[src/rtl/shift_add_mult_ctrl_pkg.sv]
// Shared constants and state encoding for the shift-add 4x3 multiplier controller.
package shift_add_mult_ctrl_pkg;

  localparam int unsigned AW = 4;
  localparam int unsigned BW = 3;
  localparam int unsigned PW = AW + BW;

  localparam logic [1:0] CntLast = 2'(BW - 1);

  typedef enum logic [1:0] {
    StIdle = 2'd0,
    StCalc = 2'd1,
    StDone = 2'd2
  } state_e;

endpackage

[src/rtl/shift_add_mult_ctrl_four_adder.sv]
// 4-bit ripple-carry adder, the single arithmetic resource shared by every iteration.
module shift_add_mult_ctrl_four_adder
  import shift_add_mult_ctrl_pkg::*;
(
  input  logic [AW-1:0] a,
  input  logic [AW-1:0] b,
  input  logic          cin,
  output logic [AW-1:0] sum,
  output logic          cout
);

  logic [AW:0] carry;

  always_comb begin
    carry    = '0;
    sum      = '0;
    carry[0] = cin;
    for (int i = 0; i < int'(AW); i++) begin
      sum[i]       = a[i] ^ b[i] ^ carry[i];
      carry[i + 1] = (a[i] & b[i]) | (carry[i] & (a[i] ^ b[i]));
    end
    cout = carry[AW];
  end

endmodule

[src/rtl/shift_add_mult_ctrl.sv]
// Sequential 4x3 unsigned multiplier: one shared adder, three shift-add steps per product,
// registered product and a one-cycle done strobe.
module shift_add_mult_ctrl
  import shift_add_mult_ctrl_pkg::*;
(
  input  logic          clk,
  input  logic          rst,
  input  logic          start,
  input  logic [AW-1:0] a,
  input  logic [BW-1:0] b,
  output logic          busy,
  output logic          done,
  output logic [PW-1:0] product
);

  state_e        state_q, state_d;
  logic [AW-1:0] mcand_q, mcand_d;
  // {hi, lo}; the carry bit above hi is always shifted out as zero, so it is not stored.
  logic [PW-1:0] work_q, work_d;
  logic [1:0]    cnt_q, cnt_d;
  logic [PW-1:0] product_q, product_d;

  logic [AW-1:0] add_b, add_sum;
  logic          add_cout;

  assign add_b = work_q[0] ? mcand_q : '0;

  shift_add_mult_ctrl_four_adder u_adder (
    .a    (work_q[PW-1:BW]),
    .b    (add_b),
    .cin  (1'b0),
    .sum  (add_sum),
    .cout (add_cout)
  );

  always_ff @(posedge clk) begin
    if (rst) begin
      state_q   <= StIdle;
      mcand_q   <= '0;
      work_q    <= '0;
      cnt_q     <= '0;
      product_q <= '0;
    end else begin
      state_q   <= state_d;
      mcand_q   <= mcand_d;
      work_q    <= work_d;
      cnt_q     <= cnt_d;
      product_q <= product_d;
    end
  end

  always_comb begin
    state_d   = state_q;
    mcand_d   = mcand_q;
    work_d    = work_q;
    cnt_d     = cnt_q;
    product_d = product_q;
    case (state_q)
      StCalc: begin
        work_d = {add_cout, add_sum, work_q[BW-1:1]};
        cnt_d  = cnt_q + 2'd1;
        if (cnt_q == CntLast) begin
          product_d = work_d;
          state_d   = StDone;
        end
      end
      StDone: state_d = StIdle;
      // StIdle and the unused encoding behave identically.
      default: begin
        state_d = StIdle;
        if (start) begin
          mcand_d = a;
          work_d  = {{AW{1'b0}}, b};
          cnt_d   = '0;
          state_d = StCalc;
        end
      end
    endcase
  end

  always_comb begin
    busy    = (state_q == StCalc) || (state_q == StDone);
    done    = (state_q == StDone);
    product = product_q;
  end

endmodule

[config.mk]
export PLATFORM = sky130hd
export DESIGN_NAME = shift_add_mult_ctrl
export DESIGN_NICKNAME = d
export VERILOG_FILES = /design/src/rtl/shift_add_mult_ctrl_pkg.sv /design/src/rtl/shift_add_mult_ctrl_four_adder.sv /design/src/rtl/shift_add_mult_ctrl.sv
export SDC_FILE = /design/constraint.sdc
export NUM_CORES = 1
export LEC_CHECK = 0
export CORE_MARGIN = 5
export CORE_UTILIZATION = 50
export DETAILED_ROUTE_END_ITERATION = 16
export GPL_TIMING_DRIVEN = 0
export PLACE_DENSITY = 0.74
export RECOVER_POWER = 100
export SYNTH_ARGS = -nofsm -noshare
export SYNTH_HDL_FRONTEND = slang
export SYNTH_SLANG_ARGS = --single-unit
[constraint.sdc]
create_clock -name clk -period 2.6 [get_ports clk]
set_input_delay 0.26 -clock clk [delete_from_list [all_inputs] [get_ports clk]]
set_output_delay 0.26 -clock clk [all_outputs]
set_load 0.03 [all_outputs]
==> flow_summary.yaml, run 1 <==
global_route:
  grt_pass1_wl_um: 3939
  grt_pass1_vias: 871
  antenna_found_initial: 0
  overflow: 0
  track_usage: 0.1586
  grt_max_degree: 14
clock_tree:
  hold_buffers: 0
  clockBufferDepth: 2
  cts_tree: "yes"
  post_cts_buffers: 0
  ctsResizeCount: 0
  clock_sinks: 22
  clock_latency_ns: 0.32
  cts_buffers: 3
  clk_pin_slew_ns: 0.13
  htreeDepth: 1
  root_buffer: "clkbuf_4"
placed_design:
  place_ws_ns: 0.3219
  gp_congestion: 0.7477
  dp.cells: 152
  portBuffers: 18
  hpwl_um: 1637
yosys:
  ys_types: 24
  avgSynthCellArea_um2: 9.577
  ys.warnings.count: 0
  synthCells: 107
  netlist_area_um2: 1025
  seq_area_frac_synth: 0.4298
  ys_ff_latch: 22
  syn_nets: 124
layout:
  antenna_cells: 0
  layout.nets: 147
  instances_no_fill: 156
  n_fill_cell: 191
  syn_to_final_growth_pct: 22.34
  layout-drive-gt1-share: 0.06977
worst_setup_path:
  end_kind: "flop"
  critPathArrivalTime_ns: 2.58
  start_kind: "flop"
  critPathRequiredTime_ns: 2.85
  critPathMaxFanout: 5
  cp-endpoint: "work_q[5]$_SDFFE_PP0P_"
  rr_endpoint: "work_q[5]$_SDFFE_PP0P_"
  rrSetupSlack_ns: 0.28
  ff2ff_path_depth: 8
  worst-setup-path-type: "reg -> reg"
  worstReg2RegStart: "work_q[0]$_SDFFE_PP0P_"
  crit_start: "work_q[0]$_SDFFE_PP0P_"
die:
  io_pins: 19
  start_util: 0.5223
  rows: 16
  fp.dieW_um: 55.27
  fp.coreArea_um2: 1962
  die-area_um2: 3055
  die_y_um: 55.27
sta:
  setup_viol: 0
  slew_viol_final: 0
  worst_slew_pin_slew_ns: 0.5566
  skew_ns: 0.009782
  setup_tns_ns: 0
  fin_crit_sh: 0.8936
  fin_crit_ns: 2.323
  slew_headroom: 0.6290
  grt_setup_unrepaired: "false"
  hold_viol_final: 0
  setup_slack_ns: 0.2766
  fmax_mhz: 430.4
drt:
  remaining_drc_errors: 0
  drt-initial-drc-count: 9
  routed_wl_um: 2214
  vias: 813
  dr.pass1.iters: 4
  ant_nets: 0
  drt-wirelength-per-cell_um: 14.19
  vias_per_cell: 5.212
outcome:
  status: "finished clean"
min_path:
  holdCritPathClass: "reg -> reg"
power:
  p_per_area_nw_per_um2: 560.9
  ir_worst_vdd_mv: 0.3873
  p_leak_nw: 0.5001
run:
  cap_violations: 0
==> synthesized netlist by cell type <==
cell,n,share of area
dfxtp_1,22,0.43
nand2_1,17,0.062
nor2_1,10,0.037
a21oi_1,9,0.044
inv_1,6,0.022
a211oi_2,5,0.061
mux2i_1,5,0.049
ha_1,4,0.049
nand3_1,4,0.020
a2bb2oi_1,3,0.026
and2_1,3,0.018
fa_1,3,0.059
a22oi_1,2,0.015
buf_6,2,0.022
nor2_2,2,0.012
nor2b_1,2,0.012
and2_4,1,0.0085
buf_1,1,0.0037
clkbuf_1,1,0.0037
nand2b_1,1,0.0061
nor3b_1,1,0.0073
o21ba_4,1,0.016
o21bai_2,1,0.011
or2b_1,1,0.0073
==> logic make-up (layout without fill, tap and decap cells) <==
| kind of cell | count (synthesis) | count (layout) | share of synthesized area |
|---|---|---|---|
| adder cells (fa/ha/maj) | 7 | 7 | 0.1075 |
| AO/OA/AOI/OAI | 21 | 21 | 0.1722 |
| buffers and inverters | 10 | 32 | 0.05127 |
| AND/OR/NAND/NOR | 42 | 42 | 0.1905 |
| flip-flops | 22 | 22 | 0.4298 |
| multiplexers | 5 | 5 | 0.04884 |
==> area by class of cell <==
class,instances,area (µm²),area share
multi-input combinational,75,509.2,0.4062
sequential,22,440.4,0.3513
clock inverter,1,30.03,0.02395
clock buffer,3,22.52,0.01796
inverter,6,22.52,0.01796
tap,27,33.78,0.02695
timing repair buffer,18,180.2,0.1437
buffer,4,15.01,0.01198
==> metal layers <==
layer	part of all wire	up-vias	routed length, µm	GRT usage
met3	0.026	5	57	0.03963
met5	0	-	0	0
met4	0.012	0	27	0.05208
met2	0.53	13	1174	0.2905
li1	-	405	-	-
met1	0.43	390	955	0.1765
==> critical path, stage by stage (launching register included) <==
cell	delay, ns
dfxtp_1	0.37
and2_0	0.15
ha_1	0.19
fa_1	0.39
fa_1	0.38
inv_1	0.08
fa_1	0.45
a2bb2oi_1	0.16
nor2_1	0.09
==> cells in the final DEF (no fill, tap or decap) <==
cell,netlist,final
mux2i_1,5,5
dlygate4sd3_1,0,9
a21oi_1,9,9
inv_1,6,6
nor3b_1,1,1
ha_1,4,4
clkbuf_4,0,3
bufinv_16,0,1
a2bb2oi_1,3,3
nand3_1,4,4
a211oi_2,5,3
a211oi_1,0,2
o21bai_1,0,1
and2_0,0,2
a22oi_1,2,2
nor2_2,2,2
nand2_1,17,17
clkbuf_1,1,3
dfxtp_1,22,22
and2_1,3,2
nand2b_1,1,1
clkdlybuf4s50_1,0,9
nor2_1,10,10
fa_1,3,3
or2b_1,1,1
nor2b_1,2,2
buf_1,1,1
o21ba_1,0,1
==> power by group <==
| part | switching [mW] | internal (mW) | leakage (nW) |
|---|---|---|---|
| logic | 0.0432 | 0.0380 | 0.293 |
| clock network | 0.110 | 0.156 | 0.0279 |
| registers | 0.00775 | 0.349 | 0.179 |
| total | 0.161 | 0.543 | 0.500 |
==> how the worst min path moves through the flow <==
stage                            start                 endpoint  slack [ns]  cells past startpoint
3_5_place_dp   product[2]$_SDFFE_PP0P_  product[2]$_SDFFE_PP0P_        0.45                      2
6_report       product[2]$_SDFFE_PP0P_  product[2]$_SDFFE_PP0P_        0.46                      2
3_3_place_gp   product[2]$_SDFFE_PP0P_  product[2]$_SDFFE_PP0P_        0.44                      2
5_1_grt        mcand_q[2]$_SDFFE_PP0P_  mcand_q[2]$_SDFFE_PP0P_        0.49                      2
2_1_floorplan                      rst  state_q[0]$_SDFFE_PP0P_        0.33                      1
4_1_cts        product[2]$_SDFFE_PP0P_  product[2]$_SDFFE_PP0P_        0.47                      2
==> stage by stage <==
| step | cell area [µm²] | total power, mW | hold slack [ns] | util |
|---|---|---|---|---|
| finish | 1254 | 0.7032 | 0.4570 | 0.6390 |
| global route | 1254 | 0.7316 | 0.4908 | 0.6390 |
| CTS | 1291 | 0.7159 | 0.4651 | 0.6582 |
| detailed placement | 1239 | 0.4505 | 0.4470 | 0.6314 |
| global placement | 1239 | 0.4473 | 0.4442 | 0.6314 |
| floorplan | 1025 | 0.4192 | 0.3316 | - |
==> sequential cells by signal, indices dropped and copies added (netlist names) <==
register and flops:
cnt_q 2, mcand_q 4, product 7, state_q 2, work_q 7
Note: power is estimated with default switching activity, not from simulation.
==> run 2: changes to the inputs <==
--- a/config.mk
+++ b/config.mk
@@ -11,6 +11,7 @@
 export GPL_TIMING_DRIVEN = 0
 export PLACE_DENSITY = 0.74
 export RECOVER_POWER = 100
+export SETUP_SLACK_MARGIN = 0.02
 export SYNTH_ARGS = -nofsm -noshare
 export SYNTH_HDL_FRONTEND = slang
 export SYNTH_SLANG_ARGS = --single-unit
==> constraint.sdc (replaced) <==
create_clock -name clk -period 2.2 [get_ports clk]
set_input_delay 0.22 -clock clk [delete_from_list [all_inputs] [get_ports clk]]
set_output_delay 0.22 -clock clk [all_outputs]
set_load 0.03 [all_outputs]
==> flow_summary.yaml, run 2 (same netlist as run 1, synthesis figures left out) <==
sta:
  fmax_mhz: 458.4
  fin_crit_sh: 0.9916
  whs_ns: 0.4573
  worst_slew_pin_slew_ns: 0.5502
  setup_slack_ns: 0.01852
  skew_ns: 0.01412
  fin_crit_ns: 2.181
  setup_tns_ns: 0
  grt_setup_unrepaired: "true"
  slew_viol_final: 0
  slew_headroom: 0.6332
  hold_viol_final: 0
  setup_viol: 0
worst_setup_path:
  rrSetupSlack_ns: 0.02
  path_buf_inv: 1
  crit_top_cell: "fa_2"
  end_kind: "flop"
  cpLargestDelayFamily: "adder cells"
  worst-setup-path-type: "reg -> reg"
  crit_chain: "and2_4 > ha_4 > fa_2 > fa_2 > inv_2 > fa_2 > a2bb2oi_2 > nor2_1"
  critPathRequiredTime_ns: 2.45
  critPathMaxFanout: 2
  critPathArrivalTime_ns: 2.43
  max_stage_delay_ns: 0.45
  critPathSlowestCell: "fa_2"
  start_kind: "flop"
clock_tree:
  cts_tree: "yes"
  cts_buffers: 3
  htreeDepth: 1
  root_buffer: "clkbuf_4"
  clockBufferDepth: 2
  clock_sinks: 22
  clk_pin_slew_ns: 0.14
  clock_latency_ns: 0.32
power:
  p_seq_frac: 0.499
  p_leak_nw: 0.5084
  ir_worst_vdd_mv: 0.4690
  finalPower_mw: 0.8455
  p_sw_mw: 0.1947
  p_per_area_nw_per_um2: 643.0
  intPower_mw: 0.6508
  combPwrFrac: 0.129
  pwr-share-clk: 0.372
  p_sw_frac: 0.2303
drt:
  routed_wl_um: 2313
  ant_nets: 0
  remaining_drc_errors: 0
  dr.pass1.iters: 4
  drt-wirelength-per-cell_um: 14.73
  vias_per_cell: 5.312
  drt-initial-drc-count: 14
  vias: 834
global_route:
  grt_max_degree: 14
  use_met1: 0.1851
  antenna_found_initial: 0
  met2_usage: 0.2956
  overflow: 0
  grt.busiest_layer: "met2"
  track_usage: 0.1634
  grt_pass1_vias: 874
  grt_pass1_wl_um: 4050
  use_met3: 0.04196
layout:
  instances_no_fill: 157
  antenna_cells: 0
  syn_to_final_growth_pct: 28.33
  layout-drive-gt1-share: 0.1769
  layout_commonest_cell: "dfxtp_1"
  final_cell_mix: "dfxtp_1 (20), nand2_1 (17), clkdlybuf4s50_1 (11), nor2_1 (10), a21oi_1 (9)"
  fin_area_um2: 1315
  layout.nets: 148
  final_util: 0.6703
placed_design:
  gp_congestion: 0.7477
  place_ws_ns: -0.07810
  hpwl_um: 1637
  portBuffers: 18
  placedInstanceArea_um2: 1239
  dp.cells: 152
die:
  die-area_um2: 3055
  fp.coreArea_um2: 1962
  fp.dieW_um: 55.27
  die_y_um: 55.27
  start_util: 0.5223
  rows: 16
  io_pins: 19
min_path:
  holdCritPathClass: "reg -> reg"
outcome:
  status: "finished clean"
run:
  cap_violations: 0
[run 2: per-layer routing]
layer	vias to the layer above	wire, µm
li1	405	-
met1	408	992
met2	16	1228
met3	5	65
met4	0	27
met5	-	0
[run 2: timing repair]
item,in CTS,in global routing
setup buffers,1,0
hold buffers,0,0
pin swaps,1,4
gates resized for setup,7,3
setup endpoints to repair,2,2
[run 2: power by group through the flow]
stage / clock network [mW] / registers, mW / logic, mW
detailed placement: 0 / 0.430 / 0.103
global route: 0.335 / 0.423 / 0.120
finish: 0.314 / 0.422 / 0.109
floorplan: 0 / 0.427 / 0.0680
global placement: 0 / 0.429 / 0.0997
CTS: 0.320 / 0.421 / 0.108
[run 2: layout make-up]
cell class              instances  area (µm²)
fillers                       176       646.9
multi-input cells              75       553.0
flip-flops and latches         22       442.9
repair buffers                 19       187.7
well taps                      27       33.78
clock inverters                 1       30.03
clock buffers                   3       22.52
plain buffers                   4       22.52
inverters                       6       22.52
[run 2: worst reg2reg max path, cell delays in order (launching register included)]
cell and delay (ns):
dfxtp_2 0.35, and2_4 0.16, ha_4 0.15, fa_2 0.36, fa_2 0.36, inv_2 0.06, fa_2 0.45, a2bb2oi_2 0.15
nor2_1 0.08
[run 2: worst paths after layout]
| check | startpoint | end | depth (start not counted) |
|---|---|---|---|
| worst min register to register | product[2]$_SDFFE_PP0P_ | product[2]$_SDFFE_PP0P_ | 2 |
| worst max register to register | mcand_q[0]$_SDFFE_PP0P_ | work_q[5]$_SDFFE_PP0P_ | 8 |
| worst min-delay path | product[2]$_SDFFE_PP0P_ | product[2]$_SDFFE_PP0P_ | 2 |
| worst max-delay path | mcand_q[0]$_SDFFE_PP0P_ | work_q[5]$_SDFFE_PP0P_ | 8 |
==> run 3: changes to the inputs <==
--- a/config.mk
+++ b/config.mk
@@ -9,9 +9,11 @@
 export CORE_UTILIZATION = 50
 export DETAILED_ROUTE_END_ITERATION = 16
 export GPL_TIMING_DRIVEN = 0
-export PLACE_DENSITY = 0.74
+export PLACE_DENSITY = 0.77
 export RECOVER_POWER = 100
 export SETUP_SLACK_MARGIN = 0.02
+export SKIP_LAST_GASP = 1
+export SLEW_MARGIN = 20
 export SYNTH_ARGS = -nofsm -noshare
 export SYNTH_HDL_FRONTEND = slang
 export SYNTH_SLANG_ARGS = --single-unit
==> flow_summary.yaml, run 3 (same netlist as run 1, synthesis figures left out) <==
placed_design:
  hpwl_um: 1577
  placedInstanceArea_um2: 1239
  gp_congestion: 0.7326
  portBuffers: 18
worst_setup_path:
  max_stage_delay_ns: 0.43
  critPathSlowestCell: "fa_1"
  end_kind: "flop"
  worst-setup-path-type: "reg -> reg"
  crit_top_cell: "fa_2"
  cpLargestDelayFamily: "adder cells"
  critPathArrivalTime_ns: 2.38
  path_buf_inv: 1
  critPathMaxFanout: 3
  critPathRequiredTime_ns: 2.46
  start_kind: "flop"
  crit_chain: "and2_4 > ha_4 > fa_2 > fa_2 > inv_2 > fa_1 > a2bb2oi_1 > nor2_1"
clock_tree:
  clockBufferDepth: 2
  clock_sinks: 22
  htreeDepth: 1
  cts_tree: "yes"
  root_buffer: "clkbuf_4"
  cts_buffers: 3
  hold_buffers: 0
  clock_latency_ns: 0.31
  clk_pin_slew_ns: 0.12
layout:
  n_fill_cell: 170
  syn_to_final_growth_pct: 26.25
  final_cell_mix: "dfxtp_1 (20), nand2_1 (17), nor2_1 (10), clkdlybuf4s50_1 (10), a21oi_1 (9)"
  layout.nets: 149
  final-seq-area_um2: 442.9
  layout_commonest_cell: "dfxtp_1"
  antenna_cells: 0
  fin_area_um2: 1294
  layout-drive-gt1-share: 0.1450
  multi_input_area_um2: 531.8
outcome:
  status: "finished clean"
power:
  finalPower_mw: 0.8334
  ir_worst_vdd_mv: 0.4450
  p_leak_nw: 0.5051
  p_per_area_nw_per_um2: 644.2
drt:
  drt-wirelength-per-cell_um: 13.47
  drt-initial-drc-count: 12
  vias: 821
  dr.pass1.iters: 4
  ant_nets: 0
  vias_per_cell: 5.196
  routed_wl_um: 2128
  remaining_drc_errors: 0
sta:
  worst_slew_pin_slew_ns: 0.5147
  slew_headroom: 0.6569
  setup_viol: 0
  fmax_mhz: 471.6
  fin_crit_sh: 0.9638
  slew_viol_final: 0
  skew_ns: 0.005330
  grt_setup_unrepaired: "false"
  hold_viol_final: 0
  fin_crit_ns: 2.120
die:
  die-area_um2: 3055
  fp.coreArea_um2: 1962
  start_util: 0.5223
  io_pins: 19
  die_y_um: 55.27
  rows: 16
  fp.dieW_um: 55.27
global_route:
  antenna_found_initial: 0
  grt_max_degree: 14
  overflow: 0
  grt_pass1_wl_um: 3512
  grt_pass1_vias: 829
  track_usage: 0.1403
run:
  cap_violations: 0
min_path:
  holdCritPathClass: "reg -> reg"
## run 3: cell count changes in the layout (fill, tap and decap cells not counted), sizes merged
cell,before,now
clkbuf,5,6
clkdlybuf4s50,11,10
dlygate4sd3,7,8
## run 3: path summary, 6_finish.rpt
kind	from	to	slack (ns)	cells past startpoint
hold reg to reg	product[2]$_SDFFE_PP0P_	product[2]$_SDFFE_PP0P_	0.46	2
hold / removal	product[2]$_SDFFE_PP0P_	product[2]$_SDFFE_PP0P_	0.46	2
setup reg to reg	work_q[0]$_SDFFE_PP0P_	work_q[5]$_SDFFE_PP0P_	0.08	8
setup / recovery	work_q[0]$_SDFFE_PP0P_	work_q[5]$_SDFFE_PP0P_	0.08	8
## run 3: layer usage
metal / GRT usage / vias to the layer above / wire length [µm]
met2: 0.2466 / 16 / 1106
li1: - / 405 / -
met1: 0.1655 / 398 / 944
met5: 0 / - / 0
met4: 0.04167 / 0 / 10
met3: 0.03730 / 2 / 66
## run 3: worst reg2reg max path, delay by kind of cell, from the launching register on
| kind | cells | cell delay (ns) |
|---|---|---|
| buffers and inverters | 1 | 0.06 |
| flip-flops | 1 | 0.36 |
| AO/OA/AOI/OAI | 1 | 0.15 |
| adder cells (fa/ha/maj) | 4 | 1.27 |
| AND/OR/NAND/NOR | 2 | 0.23 |
## run 3: what timing repair did
item	in CTS	in global routing
gates resized for setup	7	3
endpoints found under the setup margin	2	2
buffers inserted	2	0
pin swaps	4	3
## run 3: area by class of cell
cell class / count / share of cell area
timing repair buffer: 20 / 0.1509
tap: 27 / 0.02611
multi-input combinational: 75 / 0.4110
clock inverter: 1 / 0.02321
sequential: 22 / 0.3424
clock buffer: 3 / 0.01741
buffer: 4 / 0.01161
inverter: 6 / 0.01741
## run 3: through the flow
stage                TNS, ns  utilization  hold slack (ns)  setup WS [ns]  cells
floorplan                  0            -           0.2916        0.07454    107
global placement    -0.02087       0.6314           0.4437       -0.02087    152
detailed placement  -0.09339       0.6314           0.4466       -0.07196    152
CTS                        0       0.6767           0.4643        0.01911    158
global route               0       0.6594           0.4506        0.01597    158
finish                     0       0.6594           0.4613        0.07959    158
## run 3: report_power, final
group	switching [mW]	internal, mW
Sequential	0.00889	0.413
Combinational	0.0525	0.0508
Clock	0.124	0.184
Total	0.186	0.648
